[src/rtl/ex_pkg.sv]
// rtl/ex_pkg.sv - shared types and constants for the execute stage
package ex_pkg;

    localparam int XLEN_DEFAULT = 64;
    localparam int PC_STEP      = 4;

    typedef enum logic [1:0] {
        ALU_ADD = 2'b00,
        ALU_SUB = 2'b01,
        ALU_AND = 2'b10,
        ALU_OR  = 2'b11
    } alu_op_t;

endpackage

[src/rtl/ex_alu.sv]
// rtl/ex_alu.sv - combinational ALU with zero flag
module ex_alu
    import ex_pkg::*;
#(
    parameter int XLEN = XLEN_DEFAULT
) (
    input  logic [XLEN-1:0] a,
    input  logic [XLEN-1:0] b,
    input  logic [1:0]      op,
    output logic [XLEN-1:0] result,
    output logic            zero
);

    alu_op_t op_e;

    assign op_e = alu_op_t'(op);

    // Select the operation; arithmetic wraps and carries are dropped
    always_comb begin
        result = '0;
        case (op_e)
            ALU_ADD: result = a + b;
            ALU_SUB: result = a - b;
            ALU_AND: result = a & b;
            ALU_OR:  result = a | b;
            default: result = '0;
        endcase
    end

    assign zero = (result == '0);

endmodule

[src/rtl/ex_stage_unit.sv]
// rtl/ex_stage_unit.sv - execute stage: ALU, PC adders, BEQ resolve, EX/MEM register
module ex_stage_unit
    import ex_pkg::*;
#(
    parameter int XLEN = XLEN_DEFAULT
) (
    input  logic            clk,
    input  logic            rst_n,
    input  logic            valid_in,
    input  logic            flush,
    input  logic [XLEN-1:0] pc,
    input  logic [XLEN-1:0] rs1_data,
    input  logic [XLEN-1:0] rs2_data,
    input  logic [XLEN-1:0] imm,
    input  logic            alu_src,
    input  logic [1:0]      alu_op,
    input  logic            branch,
    output logic [XLEN-1:0] next_pc,
    output logic            take_branch,
    output logic [XLEN-1:0] alu_result_q,
    output logic            zero_q,
    output logic [XLEN-1:0] store_data_q,
    output logic [XLEN-1:0] pc_plus4_q,
    output logic            valid_q
);

    logic [XLEN-1:0] operand_b;
    logic [XLEN-1:0] alu_result;
    logic            zero;
    logic [XLEN-1:0] pc_plus4;
    logic [XLEN-1:0] branch_target;
    logic            live;

    assign operand_b = alu_src ? imm : rs2_data;

    ex_alu #(.XLEN(XLEN)) u_alu (
        .a      (rs1_data),
        .b      (operand_b),
        .op     (alu_op),
        .result (alu_result),
        .zero   (zero)
    );

    // Both adders wrap modulo 2^XLEN; the shift drops the immediate's top bit
    assign pc_plus4      = pc + XLEN'(PC_STEP);
    assign branch_target = pc + (imm << 1);

    // A flushed or empty slot can never redirect fetch
    assign live        = valid_in & ~flush;
    assign take_branch = branch & zero & live;
    assign next_pc     = take_branch ? branch_target : pc_plus4;

    // EX/MEM register: results load every cycle, valid gates their use downstream
    always_ff @(posedge clk or negedge rst_n) begin
        if (!rst_n) begin
            alu_result_q <= '0;
            zero_q       <= 1'b1;
            store_data_q <= '0;
            pc_plus4_q   <= '0;
            valid_q      <= 1'b0;
        end else begin
            alu_result_q <= alu_result;
            zero_q       <= zero;
            store_data_q <= rs2_data;
            pc_plus4_q   <= pc_plus4;
            valid_q      <= live;
        end
    end

endmodule

[config.mk]
export PLATFORM = sky130hd
export DESIGN_NAME = ex_stage_unit
export DESIGN_NICKNAME = d
export VERILOG_FILES = /design/src/rtl/ex_pkg.sv /design/src/rtl/ex_alu.sv /design/src/rtl/ex_stage_unit.sv
export SDC_FILE = /design/constraint.sdc
export NUM_CORES = 1
export LEC_CHECK = 0
export ABC_CLOCK_PERIOD_IN_PS = 8750
export CAP_MARGIN = 10
export CORE_ASPECT_RATIO = 1.75
export CORE_MARGIN = 5
export CORE_UTILIZATION = 46
export CTS_BUF_LIST = sky130_fd_sc_hd__clkbuf_4
export DETAILED_ROUTE_END_ITERATION = 12
export GPL_ROUTABILITY_DRIVEN = 1
export GPL_TIMING_DRIVEN = 0
export PLACE_DENSITY_LB_ADDON = 0.25
export SYNTH_ARGS = -nofsm -noshare
export SYNTH_HDL_FRONTEND = slang
export SYNTH_SLANG_ARGS = --single-unit
[constraint.sdc]
create_clock -name clk -period 8.75 [get_ports clk]
set_clock_uncertainty 0.15 [all_clocks]
set_input_delay 0.875 -clock clk [delete_from_list [all_inputs] [get_ports clk]]
set_output_delay 0.875 -clock clk [all_outputs]
set_load 0.05 [all_outputs]
==> impl_metrics.toml <==
[outcome]
outcome = "complete, but fails checks"
failed_checks = "negative setup slack"

[logic_synthesis]
netlist_instances = 2328
synth_seq_cells = 194
seq_area_frac_synth = 0.251
avgSynthCellArea_um2 = 8.32
yosysWarningCount = 0
ys.flop_type = "dfrtp_1"
async_flop_share = 1.00
synth_cell_type_count = 93
netlist_area_um2 = 19400
syn_nets = 2723
synth_edf_count = 0

[placement]
hpwl_um = 85600
dp.cells = 3408
place_congestion = 1.08
portBuffers = 522

[cts]
clockRootBuffer = "clkbuf_4"
clk_path_buf_depth = 2
cts_tree = "done"
clk_pin_slew_worst_paths_ns = 0.20
numCtsBuffers = 17
cts.sinks = 194
cts_max_level = 4

[power_and_ir_drop]
power_density_nw_per_um2 = 146
pwr-share-clk = 0.136
p_switching_w = 0.00203
netSwitchingFraction = 0.501
combPwrFrac = 0.612
power_frac_seq = 0.252
irDropWorstVdd_uv = 143
power_w = 0.00406
p_int_w = 0.00202
p_leak_nw = 11.6

[detailed_routing]
ant_nets = 0
drt-pass1-iter-count = 6
viasPerCell = 6.44
drc = 0
vias = 22743
drt-total-wl_um = 105000
drtIter0Drc = 2354
wl_per_cell_um = 29.9

[critical_path]
crit_arrival_ns = 8.57
critPathMaxFanout = 8
crit_path_start = "alu_src"
crit_path_frequent_cell = "buf_12"
cp.required_ns = 7.73
path_class = "primary input to output pin"
critPathSlowestCell = "or4_4"
critPathLaunchType = "primary input"
end_kind = "output pin"
slowest_delay_ns = 0.49

[die]
coreArea_um2 = 41700
fp-row-count = 99
die_y_um = 281
die_width_um = 165
start_util = 0.464
io_pins = 523
fp.dieArea_um2 = 46500

[timing]
layout_setup_ws_ns = -0.847
rsz0062_at_grt = "true"
finalMaxSlewViolations = 0
period_minus_slack_ns = 9.60
hold_viol = 0
relSlewSlack = 0.0794
post-route-period-util = 1.10
tightest_slew_ns = 1.37
fmax_mhz = 104
hold_ws_ns = 0.494
setup_viol = 64

[global_route]
grt_usage = 0.432
grt_first_pass_wirelength_um = 147000
grt_antenna_before_repair = 18
grt_pass1_vias = 22881
grt_max_degree = 117
grt_overflow_total = 0

[final_layout]
drive_above_1_share = 0.167
finish.utilization = 0.665
fillers = 3457
final_cells = 3529
syn2layout_area_growth_pct = 43.3
regArea_um2 = 4860
fin_nets = 3337
multi_input_area_um2 = 14700

[min_path]
holdCritPathClass = "primary input to register"
min_from = "pc[0]"

[job]
cap_viol_max_count = 0
state kept, by name, indices dropped and copies added, names as in the netlist:
signal        flops
alu_result_q     64
pc_plus4_q       64
zero_q            1
valid_q           1
store_data_q     64
synthesized netlist by cell type, types with 23 or more instances:
cell	number	share of area
clkbuf_1	72	0.014
a21oi_1	234	0.060
nand4_1	49	0.016
nor3_1	63	0.016
dfrtp_1	193	0.25
mux2_4	61	0.047
mux2_2	35	0.020
o31ai_1	30	0.012
a211oi_1	23	0.0089
o21ai_0	168	0.043
inv_1	64	0.012
o21a_1	25	0.0097
maj3_1	25	0.013
nand3_1	45	0.012
and3_1	29	0.0094
xor2_1	95	0.043
nor2_1	194	0.038
nor2b_1	28	0.0090
a31oi_1	26	0.0084
a21o_1	63	0.024
nor4_1	28	0.0090
xnor2_1	129	0.058
ha_1	129	0.083
nand2_1	195	0.038
mux2i_1	42	0.022
power by group through the flow:
stage / clock network (W) / registers [W] / logic [W]
3_5_place_dp: 0 / 0.00104 / 0.00224
5_1_grt: 0.000583 / 0.00103 / 0.00257
2_1_floorplan: 0 / 0.00139 / 0.00101
6_report: 0.000552 / 0.00102 / 0.00248
4_1_cts: 0.000551 / 0.00102 / 0.00236
3_3_place_gp: 0 / 0.00104 / 0.00222
metal layers:
metal | wire length, um | vias to the layer above | share of wire | global-route usage
met5 | 0 | - | 0 | 0
met4 | 12100 | 0 | 0.12 | 0.406
met3 | 8800 | 571 | 0.083 | 0.0872
met2 | 50500 | 1525 | 0.48 | 0.725
met1 | 34000 | 10814 | 0.32 | 0.442
li1 | - | 9833 | - | -
cells in the final DEF (no fill, tap or decap), drive strengths merged, types with 27 or more instances in the layout:
cell type      count
nand4             49
xor2              95
nor3              64
mux2              96
inv               70
nor2             194
nor4              30
buf              179
o21ai            174
a21o              63
and3              29
nor2b             28
a21oi            234
dfrtp            193
nand3             45
nand2            195
clkbuf            75
xnor2            129
o31ai             31
mux2i             44
ha               129
maj3              27
clkdlybuf4s50    453
through the flow:
| stage | TNS [ns] | instance area (um2) | worst slack, ns |
|---|---|---|---|
| 6_report | -43.82 | 27800 | -0.847 |
| 5_1_grt | -50.66 | 27800 | -0.955 |
| 4_1_cts | -33.24 | 27300 | -0.743 |
| 3_5_place_dp | -263.14 | 25400 | -4.06 |
| 3_3_place_gp | -525.14 | 25400 | -4.66 |
| 2_1_floorplan | 0 | 19500 | 0.000758 |
logic make-up (layout without fill, tap and decap cells):
family,after synthesis,after routing,share of synthesized area
flip-flops,194,194,0.251
adder cells (fa/ha/maj),158,158,0.0995
other,0,19,0
multiplexers,140,140,0.0907
AO/OA/AOI/OAI,702,702,0.225
AND/OR/NAND/NOR,746,746,0.193
buffers and inverters,164,791,0.0399
XOR/XNOR,224,224,0.101
path summary, 6_finish.rpt:
kind	end	slack [ns]	depth (start not counted)
min in group asynchronous	store_data_q[4]	0.53	2
setup / recovery	next_pc[59]	-0.85	39
max in group asynchronous	pc_plus4_q[43]	6.89	3
hold / removal	pc_plus4_q[0]	0.49	1
worst max-delay path, delay by kind of cell:
kind,cells,cell delay (ns)
AND/OR/NAND/NOR,13,3.38
buffers and inverters,18,2.24
adder cells (fa/ha/maj),2,0.67
AO/OA/AOI/OAI,3,0.65
multiplexers,2,0.54
XOR/XNOR,1,0.17
repair_timing:
action	CTS	global route
gates cloned	4	0
endpoints found under the setup margin	65	64
gates resized for setup	673	110
endpoints found under the hold margin	27	0
pin swaps	32	32
hold buffers	1	0
setup buffers	68	23
cell type report:
| class | count | area share |
|---|---|---|
| Sequential cell | 194 | 0.175 |
| Tap cell | 555 | 0.0250 |
| Multi-Input combinational cell | 1970 | 0.531 |
| Antenna cell | 19 | 0.00171 |
| Clock inverter | 15 | 0.00608 |
| Inverter | 65 | 0.00892 |
| Buffer | 79 | 0.0206 |
| Timing Repair Buffer | 615 | 0.227 |
| Clock buffer | 17 | 0.00460 |
Power figures use the tool's default switching activity.
